## config.mk

```make
export PLATFORM = sky130hd
export DESIGN_NAME = data_memory_lanes
export DESIGN_NICKNAME = d
export VERILOG_FILES = /design/src/rtl/data_memory_lanes.sv
export SDC_FILE = /design/constraint.sdc
export NUM_CORES = 2
export LEC_CHECK = 0
export CAP_MARGIN = 25
export CORE_ASPECT_RATIO = 1.2
export CORE_MARGIN = 2
export CORE_UTILIZATION = 60
export DETAILED_ROUTE_END_ITERATION = 8
export HOLD_SLACK_MARGIN = 0.03
export PLACE_DENSITY = 0.73
export SLEW_MARGIN = 20
export SYNTH_ARGS = -nofsm -noshare
export SYNTH_HDL_FRONTEND = slang
export SYNTH_SLANG_ARGS = --single-unit
```

## constraint.sdc

```tcl
create_clock -name clk -period 5.4 [get_ports clk]
set_input_delay 1.62 -clock clk [delete_from_list [all_inputs] [get_ports clk]]
set_output_delay 1.62 -clock clk [all_outputs]
set_load 0.02 [all_outputs]
```

## src/rtl/data_memory_lanes.sv

```systemverilog
// Byte-addressed, little-endian data memory with byte-lane stores, load
// extension, fault reporting and two-beat handling of word-crossing accesses.
module data_memory_lanes #(
    parameter int ADDR_WIDTH         = 8,
    parameter int DEPTH              = 64,
    parameter bit SUPPORT_MISALIGNED = 1'b1
) (
    input  logic                  clk,
    input  logic                  rst_n,
    input  logic                  req_valid,
    output logic                  req_ready,
    input  logic                  req_write,
    input  logic [ADDR_WIDTH-1:0] req_addr,
    input  logic [1:0]            req_size,
    input  logic                  req_unsigned,
    input  logic [31:0]           req_wdata,
    output logic                  rsp_valid,
    output logic [31:0]           rsp_rdata,
    output logic                  rsp_fault
);

    localparam int IDX_W  = (DEPTH > 1) ? $clog2(DEPTH) : 1;
    localparam int WIDX_W = ADDR_WIDTH - 2;
    localparam logic [WIDX_W:0] DEPTH_W = (WIDX_W + 1)'(DEPTH);

    typedef enum logic {
        IDLE,
        SPLIT
    } state_t;

    state_t state, state_next;

    logic [31:0] mem [DEPTH];

    logic [1:0]        off;
    logic [WIDX_W:0]   widx_ext;
    logic [WIDX_W:0]   widx_nxt;
    logic [IDX_W-1:0]  idx_a;
    logic [2:0]        nbytes;
    logic [3:0]        base_mask;
    logic              misaligned;
    logic              crossing;
    logic              fault;
    logic              accept;
    logic              do_split;
    logic [63:0]       wide_data;
    logic [7:0]        wide_mask;
    logic [31:0]       word_a;
    logic [31:0]       split_word;

    // Second-beat context captured when a crossing access is accepted
    logic [IDX_W-1:0]  idx_b_q;
    logic [31:0]       hi_data_q;
    logic [3:0]        hi_mask_q;
    logic [31:0]       lo_word_q;
    logic [1:0]        off_q;
    logic [1:0]        size_q;
    logic              uns_q;
    logic              write_q;

    function automatic logic [31:0] extend(input logic [31:0] raw,
                                           input logic [1:0]  size,
                                           input logic        uns);
        logic [31:0] res;
        case (size)
            2'b01:   res = {{24{raw[7]  & ~uns}}, raw[7:0]};
            2'b10:   res = {{16{raw[15] & ~uns}}, raw[15:0]};
            default: res = raw;
        endcase
        return res;
    endfunction

    assign req_ready = rst_n && (state == IDLE);
    assign accept    = req_valid && req_ready;
    assign do_split  = accept && !fault && crossing;

    // Decode the presented request: lanes, crossing detection and faults
    always_comb begin
        off      = req_addr[1:0];
        widx_ext = {1'b0, req_addr[ADDR_WIDTH-1:2]};
        widx_nxt = widx_ext + (WIDX_W + 1)'(1);
        idx_a    = req_addr[IDX_W+1:2];
        case (req_size)
            2'b01:   begin nbytes = 3'd1; base_mask = 4'b0001; end
            2'b10:   begin nbytes = 3'd2; base_mask = 4'b0011; end
            2'b11:   begin nbytes = 3'd4; base_mask = 4'b1111; end
            default: begin nbytes = 3'd0; base_mask = 4'b0000; end
        endcase
        misaligned = ((req_size == 2'b10) && req_addr[0]) ||
                     ((req_size == 2'b11) && (off != 2'b00));
        crossing   = ({1'b0, off} + nbytes) > 3'd4;
        fault      = (req_size == 2'b00) ||
                     (widx_ext >= DEPTH_W) ||
                     (!SUPPORT_MISALIGNED && misaligned) ||
                     (crossing && (widx_nxt >= DEPTH_W));
        // Low half of the 64-bit view feeds word A, high half feeds word A+1
        wide_data  = {32'b0, req_wdata} << {off, 3'b000};
        wide_mask  = {4'b0, base_mask} << off;
        word_a     = mem[idx_a];
        split_word = 32'({mem[idx_b_q], lo_word_q} >> {off_q, 3'b000});
    end

    // State register
    always_ff @(posedge clk or negedge rst_n) begin
        if (!rst_n) state <= IDLE;
        else        state <= state_next;
    end

    // Next-state: a crossing access spends exactly one cycle in SPLIT
    always_comb begin
        state_next = state;
        case (state)
            IDLE:    if (do_split) state_next = SPLIT;
            SPLIT:   state_next = IDLE;
            default: state_next = IDLE;
        endcase
    end

    // Byte-lane writes: beat 0 / single beat at accept, beat 1 in SPLIT
    always_ff @(posedge clk) begin
        if (accept && !fault && req_write) begin
            for (int unsigned k = 0; k < 4; k++)
                if (wide_mask[k]) mem[idx_a][8*k +: 8] <= wide_data[8*k +: 8];
        end else if (state == SPLIT && write_q) begin
            for (int unsigned k = 0; k < 4; k++)
                if (hi_mask_q[k]) mem[idx_b_q][8*k +: 8] <= hi_data_q[8*k +: 8];
        end
    end

    // Capture second-beat context for a crossing access
    always_ff @(posedge clk or negedge rst_n) begin
        if (!rst_n) begin
            idx_b_q   <= '0;
            hi_data_q <= '0;
            hi_mask_q <= '0;
            lo_word_q <= '0;
            off_q     <= '0;
            size_q    <= '0;
            uns_q     <= 1'b0;
            write_q   <= 1'b0;
        end else if (do_split) begin
            idx_b_q   <= widx_nxt[IDX_W-1:0];
            hi_data_q <= wide_data[63:32];
            hi_mask_q <= wide_mask[7:4];
            lo_word_q <= word_a;
            off_q     <= off;
            size_q    <= req_size;
            uns_q     <= req_unsigned;
            write_q   <= req_write;
        end
    end

    // Registered response: one pulse per accepted request
    always_ff @(posedge clk or negedge rst_n) begin
        if (!rst_n) begin
            rsp_valid <= 1'b0;
            rsp_fault <= 1'b0;
            rsp_rdata <= '0;
        end else begin
            rsp_valid <= 1'b0;
            rsp_fault <= 1'b0;
            rsp_rdata <= '0;
            if (accept) begin
                if (fault) begin
                    rsp_valid <= 1'b1;
                    rsp_fault <= 1'b1;
                end else if (!crossing) begin
                    rsp_valid <= 1'b1;
                    if (!req_write)
                        rsp_rdata <= extend(word_a >> {off, 3'b000}, req_size, req_unsigned);
                end
            end else if (state == SPLIT) begin
                rsp_valid <= 1'b1;
                if (!write_q)
                    rsp_rdata <= extend(split_word, size_q, uns_q);
            end
        end
    end

endmodule

```

==> flow_summary.ini <==
[route]
drc_errors = 0
maxUsedRoutingLayer = met5
m1WireLength_um = 109900
dr_wl_met2_um = 150500
drtIter0Drc = 11880
vias = 61460
wl_per_cell_um = 41.74
via_per_inst = 7.596
dr_wl_met3_um = 49810
antenna_left = 0
routed_wl_um = 337700
firstDrtPassIters = 8

[run]
drv_cap = 0

[synth]
yosysSeqAreaShare_pct = 65.39
synth-seq-cells = 2154
synth_edf_count = 2048
yosysWarnings = 0
synthFlopType = edfxtp_1
syn_avg_cell_area_um2 = 18.71
async_reset_ff_share_pct = 4.921
syn_nets = 5300
synthCells = 5243
synth_cell_type_count = 86
syn-cell-area_um2 = 98100

[grt]
grt_pass1_wl_um = 469000
gr-usage-all-layers_pct = 41.02
grt_pass1_vias = 59410
grt_remaining_overflow = 0
antenna_found_initial = 21
grt_max_degree = 88

[clock_tree]
cts-root-buf = clkbuf_16
cts_tree = done
cts_hold_buf = 0
clockBufferDepth = 3
clk_latency_ps = 900
clk_pin_slew_ps = 60
numClockSinks = 2154
cts_resized = 0
postCtsSetupBuffers = 0
htreeDepth = 4
cts_buffers = 200

[sta]
max_freq_mhz = 211.3
worst_slew_pin_slew_ps = 1268
rsz0062_at_grt = no
hold_viol = 0
fin_crit_ps = 4732
slew_headroom_pct = 15.46
finClkSkew_ps = 34.76
fin_crit_sh_pct = 87.62
setup-violations-final = 0
drv_slew = 0

[min_path]
min_path_type = reg2reg

[critical_path]
critPathMaxStageDelay_ps = 530
path_class = in2reg
path_buf_inv = 6
critical_path.max_fanout = 28
endpoint_kind = flop
cp_top_family = buffers and inverters
startpoint_type = input pin
crit_required_ps = 6030
rrSetupSlack_ps = 1060
path_cells = clkdlybuf4s50_1, ha_1, ha_1, inv_1, fa_1, xnor2_1, o21ai_0, nor3_1, nor2_1, and3_1, buf_4, a32oi_4, buf_12, buf_4, nor2_1, buf_4
critPathSlowestCell = clkdlybuf4s50_1
crit_top_cell = buf_4
critical_path_arrival_ps = 5360

[finish]
drive_above_1_share_pct = 34.26
finalNetCount = 5823
syn_to_final_growth_pct = 14.47
fin_area_um2 = 112300

[placed_design]
gp_congestion = 1.034
io_buffers = 81
place.detailed.hpwl_um = 232500
place_area_um2 = 105500

[power_and_ir_drop]
power.leakage_nw = 35.32
p_total_mw = 42.61
cellPowerDensity_nw_per_um2 = 379.4
ir_worst_vdd_mv = 0.3325

[floorplanning]
die_w_um = 373.1
dieArea_um2 = 166800
core_area_um2 = 162400
row_count = 162
fp.dieH_um = 446.9
start_util_pct = 60.42
ios = 82

[status]
status = complete, no violations
## final timing paths
kind	from	endpoint	cells after the start
setup / recovery	req_size[0]	mem[60][15]	16
hold / removal	lo_word_q[14]	lo_word_q[14]	2
setup reg to reg	idx_b_q[3]	rsp_rdata[30]	6
hold reg to reg	lo_word_q[14]	lo_word_q[14]	2
max in group asynchronous	rst_n	idx_b_q[1]	3
min in group asynchronous	rst_n	hi_data_q[20]	2
## flip-flops by register name, indices dropped and copies added, names as in the netlist
register,count
hi_data_q,24
hi_mask_q,3
idx_b_q,6
lo_word_q,32
mem,2048
off_q,2
rsp_fault,1
rsp_rdata,32
rsp_valid,1
size_q,2
state,1
uns_q,1
write_q,1
## cell usage in the layout, fill, tap and decap left out, types with 22 or more instances in the layout
master | netlist | routed
buf_12 | 4 | 69
o22ai_1 | 44 | 44
a22oi_1 | 148 | 148
a21oi_1 | 113 | 105
diode_2 | 0 | 22
clkdlybuf4s50_1 | 0 | 72
mux2i_1 | 136 | 136
o21ai_0 | 75 | 75
a32oi_1 | 44 | 41
clkinv_2 | 0 | 47
nor2b_1 | 29 | 22
nand2_1 | 378 | 369
nor2_1 | 362 | 358
dfrtp_1 | 106 | 100
clkbuf_16 | 0 | 200
clkinv_1 | 1 | 26
mux2_2 | 41 | 41
bufinv_16 | 0 | 25
nand3_1 | 51 | 51
mux4_2 | 951 | 951
clkbuf_1 | 162 | 35
buf_4 | 55 | 564
edfxtp_1 | 2048 | 2048
## synthesized netlist by cell type, types with 21 or more instances
master	number	area (um2)
a21oi_1	113	565.5
o21ai_0	75	375.4
buf_4	55	412.9
mux4_2	951	21420
buf_2	99	495.5
nor2_1	362	1359
edfxtp_1	2048	61500
buf_6	42	473.0
clkbuf_1	162	608.1
nor2b_1	29	181.4
mux2_2	41	461.7
dfrtp_1	106	2653
buf_1	28	105.1
nand2_1	378	1419
o22ai_1	44	275.3
nand3_1	51	255.2
mux2i_1	136	1361
a22oi_1	148	1111
o31ai_1	21	157.7
a32oi_1	44	385.4
## tightest hold or removal path, stage by stage (launching register included)
cell     delay (ps)
dfrtp_1         340
nand2_1          50
o21ai_0          60
## cell families after synthesis
group / Yosys count / synth area share [%]
XOR/XNOR: 5 / 0.04465
adder cells (fa/ha/maj): 10 / 0.1352
flip-flops: 2154 / 65.39
AO/OA/AOI/OAI: 602 / 4.301
AND/OR/NAND/NOR: 923 / 3.973
buffers and inverters: 414 / 2.320
multiplexers: 1135 / 23.83
## through the flow
stage	TNS [ps]	instances	worst slack (ps)	hold WS, ps	util (%)
5_1_grt	0	8070	622.9	511.1	69.13
3_5_place_dp	-8942	7695	-132.3	470.6	64.97
2_1_floorplan	-14400	5243	-28.13	441.1	-
4_1_cts	0	8068	770.4	484.3	69.13
3_3_place_gp	0	7695	9.674	460.3	64.97
6_report	0	8091	668.4	480.6	69.16
## final cells by class
type	count	area (um2)
Sequential cell	2154	64170
Fill cell	10070	50060
Multi-Input combinational cell	2675	32150
Timing Repair Buffer	714	6417
Clock buffer	238	5177
Tap cell	2132	2668
Clock inverter	135	1577
Inverter	21	83.83
Antenna cell	22	55.05
## report_power, final
| part | switching, mW | total [mW] | internal (mW) |
|---|---|---|---|
| logic | 5.57 | 9.03 | 3.46 |
| clock network | 6.48 | 14.6 | 8.12 |
| registers | 0.401 | 19.0 | 18.6 |
| total | 12.5 | 42.6 | 30.2 |
## routing by layer
metal | GRT usage (%) | vias up
met2 | 60.23 | 5661
li1 | - | 23080
met5 | 0.8418 | -
met1 | 52.94 | 31530
met3 | 13.33 | 1170
met4 | 27.31 | 14
Note: power is estimated with default switching activity, not from simulation.
